**config.mk**
```make
export PLATFORM = sky130hd
export DESIGN_NAME = cpu_clk_ctrl_flat
export DESIGN_NICKNAME = d
export VERILOG_FILES = /design/src/rtl/cpu_clk_pkg.sv /design/src/rtl/cpu_clk_ctrl_if.sv /design/src/rtl/cpu_clk_ctrl_ce_gen.sv /design/src/rtl/cpu_clk_ctrl.sv /design/src/flat_wrapper.sv
export SDC_FILE = /design/constraint.sdc
export NUM_CORES = 1
export LEC_CHECK = 0
export ABC_AREA = 1
export CAP_MARGIN = 5
export CORE_MARGIN = 1.5
export CORE_UTILIZATION = 55
export DETAILED_ROUTE_END_ITERATION = 8
export PLACE_DENSITY = 0.88
export SYNTH_ARGS = -nofsm -noshare
export SYNTH_HDL_FRONTEND = slang
export SYNTH_SLANG_ARGS = --single-unit
```
**constraint.sdc**
```tcl
create_clock -name clk -period 3.99 [get_ports clk]
set_clock_uncertainty 0.2 [all_clocks]
set_input_delay 0.798 -clock clk [delete_from_list [all_inputs] [get_ports clk]]
set_output_delay 0.798 -clock clk [all_outputs]
set_load 0.05 [all_outputs]
```
**src/rtl/cpu_clk_pkg.sv**
```systemverilog
// Shared definitions for the CPU clock run/halt/step sequencer.
package cpu_clk_pkg;

  localparam int CPU_CLK_DIV_W = 8;

  typedef enum logic [1:0] {
    ST_HALTED    = 2'd0,
    ST_RUN       = 2'd1,
    ST_HALT_PEND = 2'd2,
    ST_STEP      = 2'd3
  } state_t;

endpackage

```
**src/rtl/cpu_clk_ctrl_if.sv**
```systemverilog
// Control/status bundle between the switch/debug side (master) and cpu_clk_ctrl (slave).
interface cpu_clk_if
  import cpu_clk_pkg::*;
#(
  parameter int DIV_W = CPU_CLK_DIV_W
) ();

  logic [DIV_W-1:0] div_val;
  logic             run;
  logic             step_req;
  logic             instr_done;
  logic             cpu_ce;
  logic             cpu_clk_out;
  logic             halted;
  logic             step_ack;

  modport master (
    output div_val, run, step_req, instr_done,
    input  cpu_ce, cpu_clk_out, halted, step_ack
  );

  modport slave (
    input  div_val, run, step_req, instr_done,
    output cpu_ce, cpu_clk_out, halted, step_ack
  );

endinterface

```
**src/rtl/cpu_clk_ctrl_ce_gen.sv**
```systemverilog
// Period counter with shadowed divide ratio; emits one-cycle ce and a ce-toggled square wave.
module cpu_ce_gen #(
  parameter int DIV_W = 8
) (
  input  logic             clk,
  input  logic             rst,
  input  logic             i_enable,
  input  logic [DIV_W-1:0] i_div_val,
  output logic             o_ce,
  output logic             o_clk_out
);

  logic [DIV_W-1:0] r_cnt;
  logic [DIV_W-1:0] r_div_sh;
  logic             r_clk_out;

  assign o_ce      = i_enable && (r_cnt == r_div_sh);
  assign o_clk_out = r_clk_out;

  // While disabled the shadow tracks div_val, so it holds the ratio seen on the leaving edge.
  always_ff @(posedge clk or negedge rst) begin
    if (!rst) begin
      r_cnt     <= '0;
      r_div_sh  <= '0;
      r_clk_out <= 1'b0;
    end else if (!i_enable) begin
      r_cnt    <= '0;
      r_div_sh <= i_div_val;
    end else if (o_ce) begin
      r_cnt     <= '0;
      r_div_sh  <= i_div_val;
      r_clk_out <= ~r_clk_out;
    end else begin
      r_cnt <= r_cnt + 1'b1;
    end
  end

endmodule

```
**src/rtl/cpu_clk_ctrl.sv**
```systemverilog
// Run/halt/single-step sequencer producing the CPU clock enable.
// Optional ce_count pulse counter enabled by CPU_CLK_CTRL_PERF_EN.
module cpu_clk_ctrl
  import cpu_clk_pkg::*;
#(
  parameter int DIV_W = CPU_CLK_DIV_W
) (
  input  logic        clk,
  input  logic        rst,
  cpu_clk_if.slave    bus
`ifdef CPU_CLK_CTRL_PERF_EN
  ,
  output logic [15:0] ce_count
`endif
);

  state_t           r_state;
  logic             r_halted;
  logic             r_step_ack;
  logic             w_active;
  logic             w_ce;
  logic             w_clk_out;
  logic [DIV_W-1:0] w_div_val;

  assign w_active  = (r_state != ST_HALTED);
  assign w_div_val = bus.div_val;

  cpu_ce_gen #(
    .DIV_W (DIV_W)
  ) u_ce_gen (
    .clk       (clk),
    .rst       (rst),
    .i_enable  (w_active),
    .i_div_val (w_div_val),
    .o_ce      (w_ce),
    .o_clk_out (w_clk_out)
  );

  always_ff @(posedge clk or negedge rst) begin
    if (!rst) begin
      r_state    <= ST_HALTED;
      r_halted   <= 1'b1;
      r_step_ack <= 1'b0;
    end else begin
      r_step_ack <= 1'b0;
      unique case (r_state)
        ST_HALTED: begin
          if (bus.run) begin
            r_state  <= ST_RUN;
            r_halted <= 1'b0;
          end else if (bus.step_req) begin
            r_state  <= ST_STEP;
            r_halted <= 1'b0;
          end
        end
        ST_RUN: begin
          if (!bus.run) r_state <= ST_HALT_PEND;
        end
        // Boundary wins over a re-asserted run in the same cycle.
        ST_HALT_PEND: begin
          if (w_ce && bus.instr_done) begin
            r_state  <= ST_HALTED;
            r_halted <= 1'b1;
          end else if (bus.run) begin
            r_state <= ST_RUN;
          end
        end
        ST_STEP: begin
          if (w_ce && bus.instr_done) begin
            r_state    <= ST_HALTED;
            r_halted   <= 1'b1;
            r_step_ack <= 1'b1;
          end
        end
        default: begin
          r_state  <= ST_HALTED;
          r_halted <= 1'b1;
        end
      endcase
    end
  end

  assign bus.cpu_ce      = w_ce;
  assign bus.cpu_clk_out = w_clk_out;
  assign bus.halted      = r_halted;
  assign bus.step_ack    = r_step_ack;

`ifdef CPU_CLK_CTRL_PERF_EN
  logic [15:0] r_ce_count;

  always_ff @(posedge clk or negedge rst) begin
    if (!rst) begin
      r_ce_count <= '0;
    end else if (w_ce) begin
      r_ce_count <= r_ce_count + 16'd1;
    end
  end

  assign ce_count = r_ce_count;
`endif

endmodule
```
**src/flat_wrapper.sv**
```systemverilog
// flat-port wrapper written by rule: the top's interface ports become plain ports
module cpu_clk_ctrl_flat import cpu_clk_pkg::*;
#(
  parameter int DIV_W = CPU_CLK_DIV_W
)
  (clk, rst, bus_div_val, bus_run, bus_step_req, bus_instr_done, bus_cpu_ce, bus_cpu_clk_out, bus_halted, bus_step_ack);
  cpu_clk_if #(.DIV_W(DIV_W)) bus_i ();
  input  logic clk;
  input  logic rst;
  input wire logic [$bits(bus_i.div_val)-1:0] bus_div_val;
  input wire logic [$bits(bus_i.run)-1:0] bus_run;
  input wire logic [$bits(bus_i.step_req)-1:0] bus_step_req;
  input wire logic [$bits(bus_i.instr_done)-1:0] bus_instr_done;
  output wire logic [$bits(bus_i.cpu_ce)-1:0] bus_cpu_ce;
  output wire logic [$bits(bus_i.cpu_clk_out)-1:0] bus_cpu_clk_out;
  output wire logic [$bits(bus_i.halted)-1:0] bus_halted;
  output wire logic [$bits(bus_i.step_ack)-1:0] bus_step_ack;
  assign bus_i.div_val = bus_div_val;
  assign bus_i.run = bus_run;
  assign bus_i.step_req = bus_step_req;
  assign bus_i.instr_done = bus_instr_done;
  assign bus_cpu_ce = bus_i.cpu_ce;
  assign bus_cpu_clk_out = bus_i.cpu_clk_out;
  assign bus_halted = bus_i.halted;
  assign bus_step_ack = bus_i.step_ack;
  cpu_clk_ctrl #(.DIV_W(DIV_W)) u_core (.clk(clk), .rst(rst), .bus(bus_i));
endmodule
```
==> results of run 1 <==
power by group:
part	internal, W	total [W]	switching [W]
sequential	0.000301	0.000368	0.0000664
clock	0.0000384	0.000108	0.0000693
combinational	0.000162	0.000430	0.000268
registers in the layout, indices dropped and copies added (netlist names):
signal                     cells
u_core.bus.halted              1
u_core.r_state                 2
u_core.u_ce_gen.o_clk_out      1
u_core.bus.step_ack            1
u_core.u_ce_gen.r_cnt          8
u_core.u_ce_gen.r_div_sh       8
metal layers:
metal	vias to the layer above	wire length [µm]	GRT usage [%]
met5	-	0	0
met3	5	109	8.30
met4	0	32	8.65
li1	463	-	-
met2	18	1020	37.6
met1	417	849	21.5
through the flow:
| step | cell area [µm²] | instances | total power, W |
|---|---|---|---|
| floorplan | 1110 | 142 | 0.000727 |
| global placement | 1270 | 183 | 0.000779 |
| detailed placement | 1270 | 183 | 0.000806 |
| CTS | 1300 | 187 | 0.000917 |
| global route | 1300 | 187 | 0.000987 |
| finish | 1300 | 187 | 0.000905 |
worst max-delay path, stage by stage (launching register included):
cell and delay (ns):
dfrtp_1 0.44, inv_1 0.06, nand2_1 0.06, nand2_1 0.05, nor2_1 0.10, nand2_1 0.07, nor2_2 0.15, inv_2 0.08
nor2_2 0.12, clkdlybuf4s50_1 0.81
how the worst max path moves through the flow:
stage | startpoint | to | cells after the start
global placement | u_core.u_ce_gen.r_cnt[5]$_DFF_PN0_ | bus_cpu_ce | 9
global route | u_core.u_ce_gen.r_cnt[5]$_DFF_PN0_ | bus_cpu_ce | 9
detailed placement | u_core.u_ce_gen.r_cnt[5]$_DFF_PN0_ | bus_cpu_ce | 9
CTS | u_core.u_ce_gen.r_cnt[0]$_DFF_PN0_ | bus_cpu_ce | 9
floorplan | u_core.u_ce_gen.r_cnt[5]$_DFF_PN0_ | bus_cpu_ce | 7
finish | u_core.u_ce_gen.r_cnt[0]$_DFF_PN0_ | bus_cpu_ce | 9
cells by family after synthesis:
logic type	count (synthesis)
compound gates	21
xor+xnor	2
fa+ha+maj	1
buf+inv	28
flops	21
simple gates	69
placed cells by master, fill, tap and decap left out, drive strengths merged:
cell and count:
nand2 46, inv 26, dfrtp 20, nor2 18
clkdlybuf4s50 16, o21ai 13, a21oi 5, clkbuf 3
nand3 3, nor3 2, xor2 2, o22ai 1
o21a 1, a31oi 1, ha 1, clkinvlp 1
dfstp 1
cell type report:
cell class / count / area, µm² / share of cell area, %
inverter: 26 / 97.6 / 7.49
tap: 27 / 33.8 / 2.59
sequential: 21 / 527 / 40.4
clock buffer: 3 / 22.5 / 1.73
clock inverter: 1 / 7.51 / 0.576
multi-input combinational: 93 / 455 / 34.9
timing repair buffer: 16 / 160 / 12.3
==> summary.txt, run 1 <==
GP Congestion = 0.781
Worst setup SP type = flip-flop
Reg2reg setup slack = 2.16 ns
Cells taking the most area after synthesis = dfrtp_1 (45%), nand2_1 (15%), inv_1 (7.8%)
WP data arrival = 2.26 ns
Synth Area in Compound Gates = 12.6%
Worst EP required = 2.99 ns
Synth Area per Inst = 7.82 µm²
Hold path endpoint = u_core.u_ce_gen.o_clk_out$_DFFE_PN0P_
Initial detailed-routing violation count = 5
Unrepaired setup endpoints after global routing = no
Final Hold Vio Count = 0
Crit path capture type = output pin
Die extent in y = 47.9 µm
Primary FF master, synth = dfrtp_1
Ys async rst share = 100%
Antenna Nets Post-Route = 0
Worst hold path class = flip-flop to flip-flop
Post-synthesis cell type count = 21
Final period utilization = 81.6%
CTS Buf Count = 3
P per Cell Area = 694 nW/µm²
Syn-to-layout area delta = 17.3%
Max Cap Viol = 0
Post-synthesis mux area share = 0%
Max rail drop VDD = 0.407 mV
Die W = 47.9 µm
Post-Synthesis Cells = 142
Via density = 4.83
Normalized max-slew margin = 38.2%
Sequential area share after synthesis = 47.4%
Nets = 175
XOR/XNOR share of the synthesized area = 1.58%
Largest family of logic cells by synthesized area = simple AND/OR/NAND/NOR gates
Cell Area, Synth = 1110 µm²
Max Buffers Root-to-Sink = 2
Clock-pin slew on the worst setup and hold paths = 0.12 ns
Drt wl/cell = 10.8 µm
Initial core utilization = 57.8%
Final Setup Violations = 0
Worst skew pair latency = 0.32 ns
Initial antenna violation count = 0
Tightest Pin Transition = 0.924 ns
Achievable Freq = 307 MHz
Hold WS = 0.285 ns
#FFs+latches synth = 21
Post-synth top cells = nand2_1 (45), inv_1 (23), dfrtp_1 (20)
CTS Sinks = 21
Vias = 903
Post-Route WL = 2010 µm
Status = finished clean
Fill cells = 182
Startpoint of the worst hold path = u_core.u_ce_gen.o_clk_out$_DFFE_PN0P_
Clock root buffer = clkbuf_4
Final Util = 67.8%
Post-route setup slack = 0.734 ns
Worst reg2reg endpoint = u_core.u_ce_gen.r_cnt[2]$_DFF_PN0_
CTS HTree Levels = 1
IO Pins = 17
CP Class = flip-flop to output pin
Setup Total Neg Slack = 0 ns
Synth area leader = dfrtp_1
Share of cells above drive strength 1 = 13.1%
Residual DRC = 0
Leak = 0.642 nW
Simple-Gate Fraction of Synth Area = 25.7%
Row cnt = 16
# port buffers = 16
Warnings from Yosys = 0
TritonRoute pass-1 iters = 4
Die area = 2300 µm²
Ant diodes = 0
Vias in the first global route = 819
First-pass GRT wire length = 3220 µm
Tmin final = 3.26 ns
Core area = 1920 µm²
Cell with the most instances after synthesis = nand2_1
Tot GR Track Use = 21.0%
Cts repair resizes = 0
CP Max Fanout = 5
Worst Reg-to-Reg Cells = 11
Hold path depth = 1
Postcts setup bufs = 0
Post-Syn Nets = 156
Synth top area share = 45.0%
Pre-CTS setup slack = 1.09 ns
DP HPWL = 1560 µm
Post-synth EDFFs = 0
Count of hold-fix buffers inserted at cts = 0
Adder-Cell Fraction of Synth Area = 1.13%
Count of final max-slew check failures = 0
Worst R2R Start = u_core.u_ce_gen.r_cnt[0]$_DFF_PN0_
Total grt overflow = 0
Pin count of the biggest net entering global routing = 23
CTS tree = yes
(Power assumes the default switching activity.)
==> inputs of run 2 (changes only) <==
Settings changed: CORE_UTILIZATION 55 to 52, PLACE_DENSITY 0.88 to 0.84.
Clock period 3.99 ns to 3.2 ns, I/O delays scaled along.
==> summary.txt, run 2 (synthesis results as in run 1) <==
Status = finished clean
CTS tree = yes
Commonest cells after routing, fill and taps aside = nand2_1 (45), inv_1 (23), dfrtp_1 (20)
P_sw = 0.000490 W
Final Util = 66.1%
Post-Route WL = 1950 µm
Die area = 2420 µm²
Syn-to-layout area delta = 17.9%
First-pass GRT wire length = 3700 µm
Worst setup SP type = flip-flop
Top Registers = u_core.u_ce_gen.r_cnt (8), u_core.u_ce_gen.r_div_sh (8), u_core.r_state (2)
Initial detailed-routing violation count = 6
Power share of the sequential group = 41.1%
Pint = 0.000626 W
Fin cells = 188
Core area = 1980 µm²
Initial core utilization = 56.1%
Vias in the first global route = 935
Most common cell after layout, fill and taps aside = nand2_1
Unrepaired setup endpoints after global routing = no
WP data arrival = 1.88 ns
Pre-CTS setup slack = 0.436 ns
GP Congestion = 0.884
TritonRoute pass-1 iters = 4
Hold WS = 0.272 ns
Nets = 176
CP Class = flip-flop to output pin
Worst skew pair latency = 0.30 ns
CTS Sinks = 21
Cell total after placement = 184
Reg2reg setup slack = 1.35 ns
P per Cell Area = 852 nW/µm²
Final Hold Vio Count = 0
Worst EP required = 2.36 ns
# port buffers = 16
Setup Total Neg Slack = 0 ns
Clock-pin slew on the worst setup and hold paths = 0.12 ns
Die W = 49.2 µm
Row cnt = 16
Cts repair resizes = 0
Clock root buffer = clkbuf_4
DP HPWL = 1470 µm
Initial antenna violation count = 0
Leak = 0.667 nW
Drt wl/cell = 10.3 µm
Total grt overflow = 0
Postcts setup bufs = 0
Net Sw Frac = 43.9%
Clock power share = 11.4%
Die extent in y = 49.2 µm
Post-route setup slack = 0.483 ns
Count of final max-slew check failures = 0
Tot GR Track Use = 19.5%
Via density = 4.80
Achievable Freq = 368 MHz
Residual DRC = 0
CP Max Fanout = 4
Tmin final = 2.72 ns
CTS HTree Levels = 1
Normalized max-slew margin = 66.4%
Final Setup Violations = 0
Max rail drop VDD = 0.504 mV
Pin count of the biggest net entering global routing = 23
Final period utilization = 84.9%
Share of cells above drive strength 1 = 13.0%
Max Cap Viol = 0
Crit path capture type = output pin
Comb pwr share = 47.5%
Max Buffers Root-to-Sink = 2
CTS Buf Count = 3
Count of hold-fix buffers inserted at cts = 0
Tightest Pin Transition = 0.503 ns
Ant diodes = 0
Vias = 903
Antenna Nets Post-Route = 0
Fill cells = 170
IO Pins = 17
Worst hold path class = flip-flop to flip-flop
-- run 2: per-stage QoR --
step                area [µm²]  power, W
floorplan                 1110  0.000906
global placement          1280  0.000973
detailed placement        1280  0.000999
CTS                       1310   0.00113
global route              1310   0.00123
finish                    1310   0.00112
-- run 2: cell type report --
| cell class | count | area [µm²] | area share [%] |
|---|---|---|---|
| timing repair buffer | 17 | 170 | 13.0 |
| clock buffer | 4 | 26.3 | 2.01 |
| tap | 27 | 33.8 | 2.58 |
| sequential | 21 | 527 | 40.2 |
| multi-input combinational | 93 | 455 | 34.8 |
| inverter | 26 | 97.6 | 7.45 |
-- run 2: layer usage --
layer	share of wire, %	vias to the layer above	global-route usage, %	routed length (µm)
met1	46	427	23.7	898
met4	0.67	0	7.14	13
met3	2.5	2	1.84	48
met2	51	9	35.4	985
met5	0	-	0	0
li1	-	465	-	-
-- run 2: critical path, stage by stage (launching register included) --
cell and delay (ns):
dfrtp_1 0.43, inv_2 0.05, nand2_1 0.05, nand2_1 0.05
nor2_1 0.11, nand2_1 0.09, nor2_2 0.18, inv_2 0.08
nor2_2 0.12, dlymetal6s2s_1 0.43
-- run 2: final timing paths --
check / start / to / depth (start not counted)
worst max-delay path: u_core.u_ce_gen.r_cnt[5]$_DFF_PN0_ / bus_cpu_ce / 9
worst min-delay path: u_core.u_ce_gen.o_clk_out$_DFFE_PN0P_ / u_core.u_ce_gen.o_clk_out$_DFFE_PN0P_ / 1
worst max register to register: u_core.u_ce_gen.r_cnt[5]$_DFF_PN0_ / u_core.u_ce_gen.r_cnt[2]$_DFF_PN0_ / 11
worst min register to register: u_core.u_ce_gen.o_clk_out$_DFFE_PN0P_ / u_core.u_ce_gen.o_clk_out$_DFFE_PN0P_ / 1
max in group asynchronous: rst / u_core.bus.halted$_DFFE_PN1P_ / 2
min in group asynchronous: rst / u_core.u_ce_gen.r_div_sh[5]$_DFFE_PN0P_ / 2
-- run 2: power groups by stage --
stage | sequential [W] | clock [W] | combinational (W)
after floorplan | 0.000485 | 0 | 0.000421
after global placement | 0.000455 | 0 | 0.000517
after detailed placement | 0.000463 | 0 | 0.000536
after CTS | 0.000457 | 0.000129 | 0.000539
after global routing | 0.000474 | 0.000139 | 0.000618
final | 0.000459 | 0.000127 | 0.000531
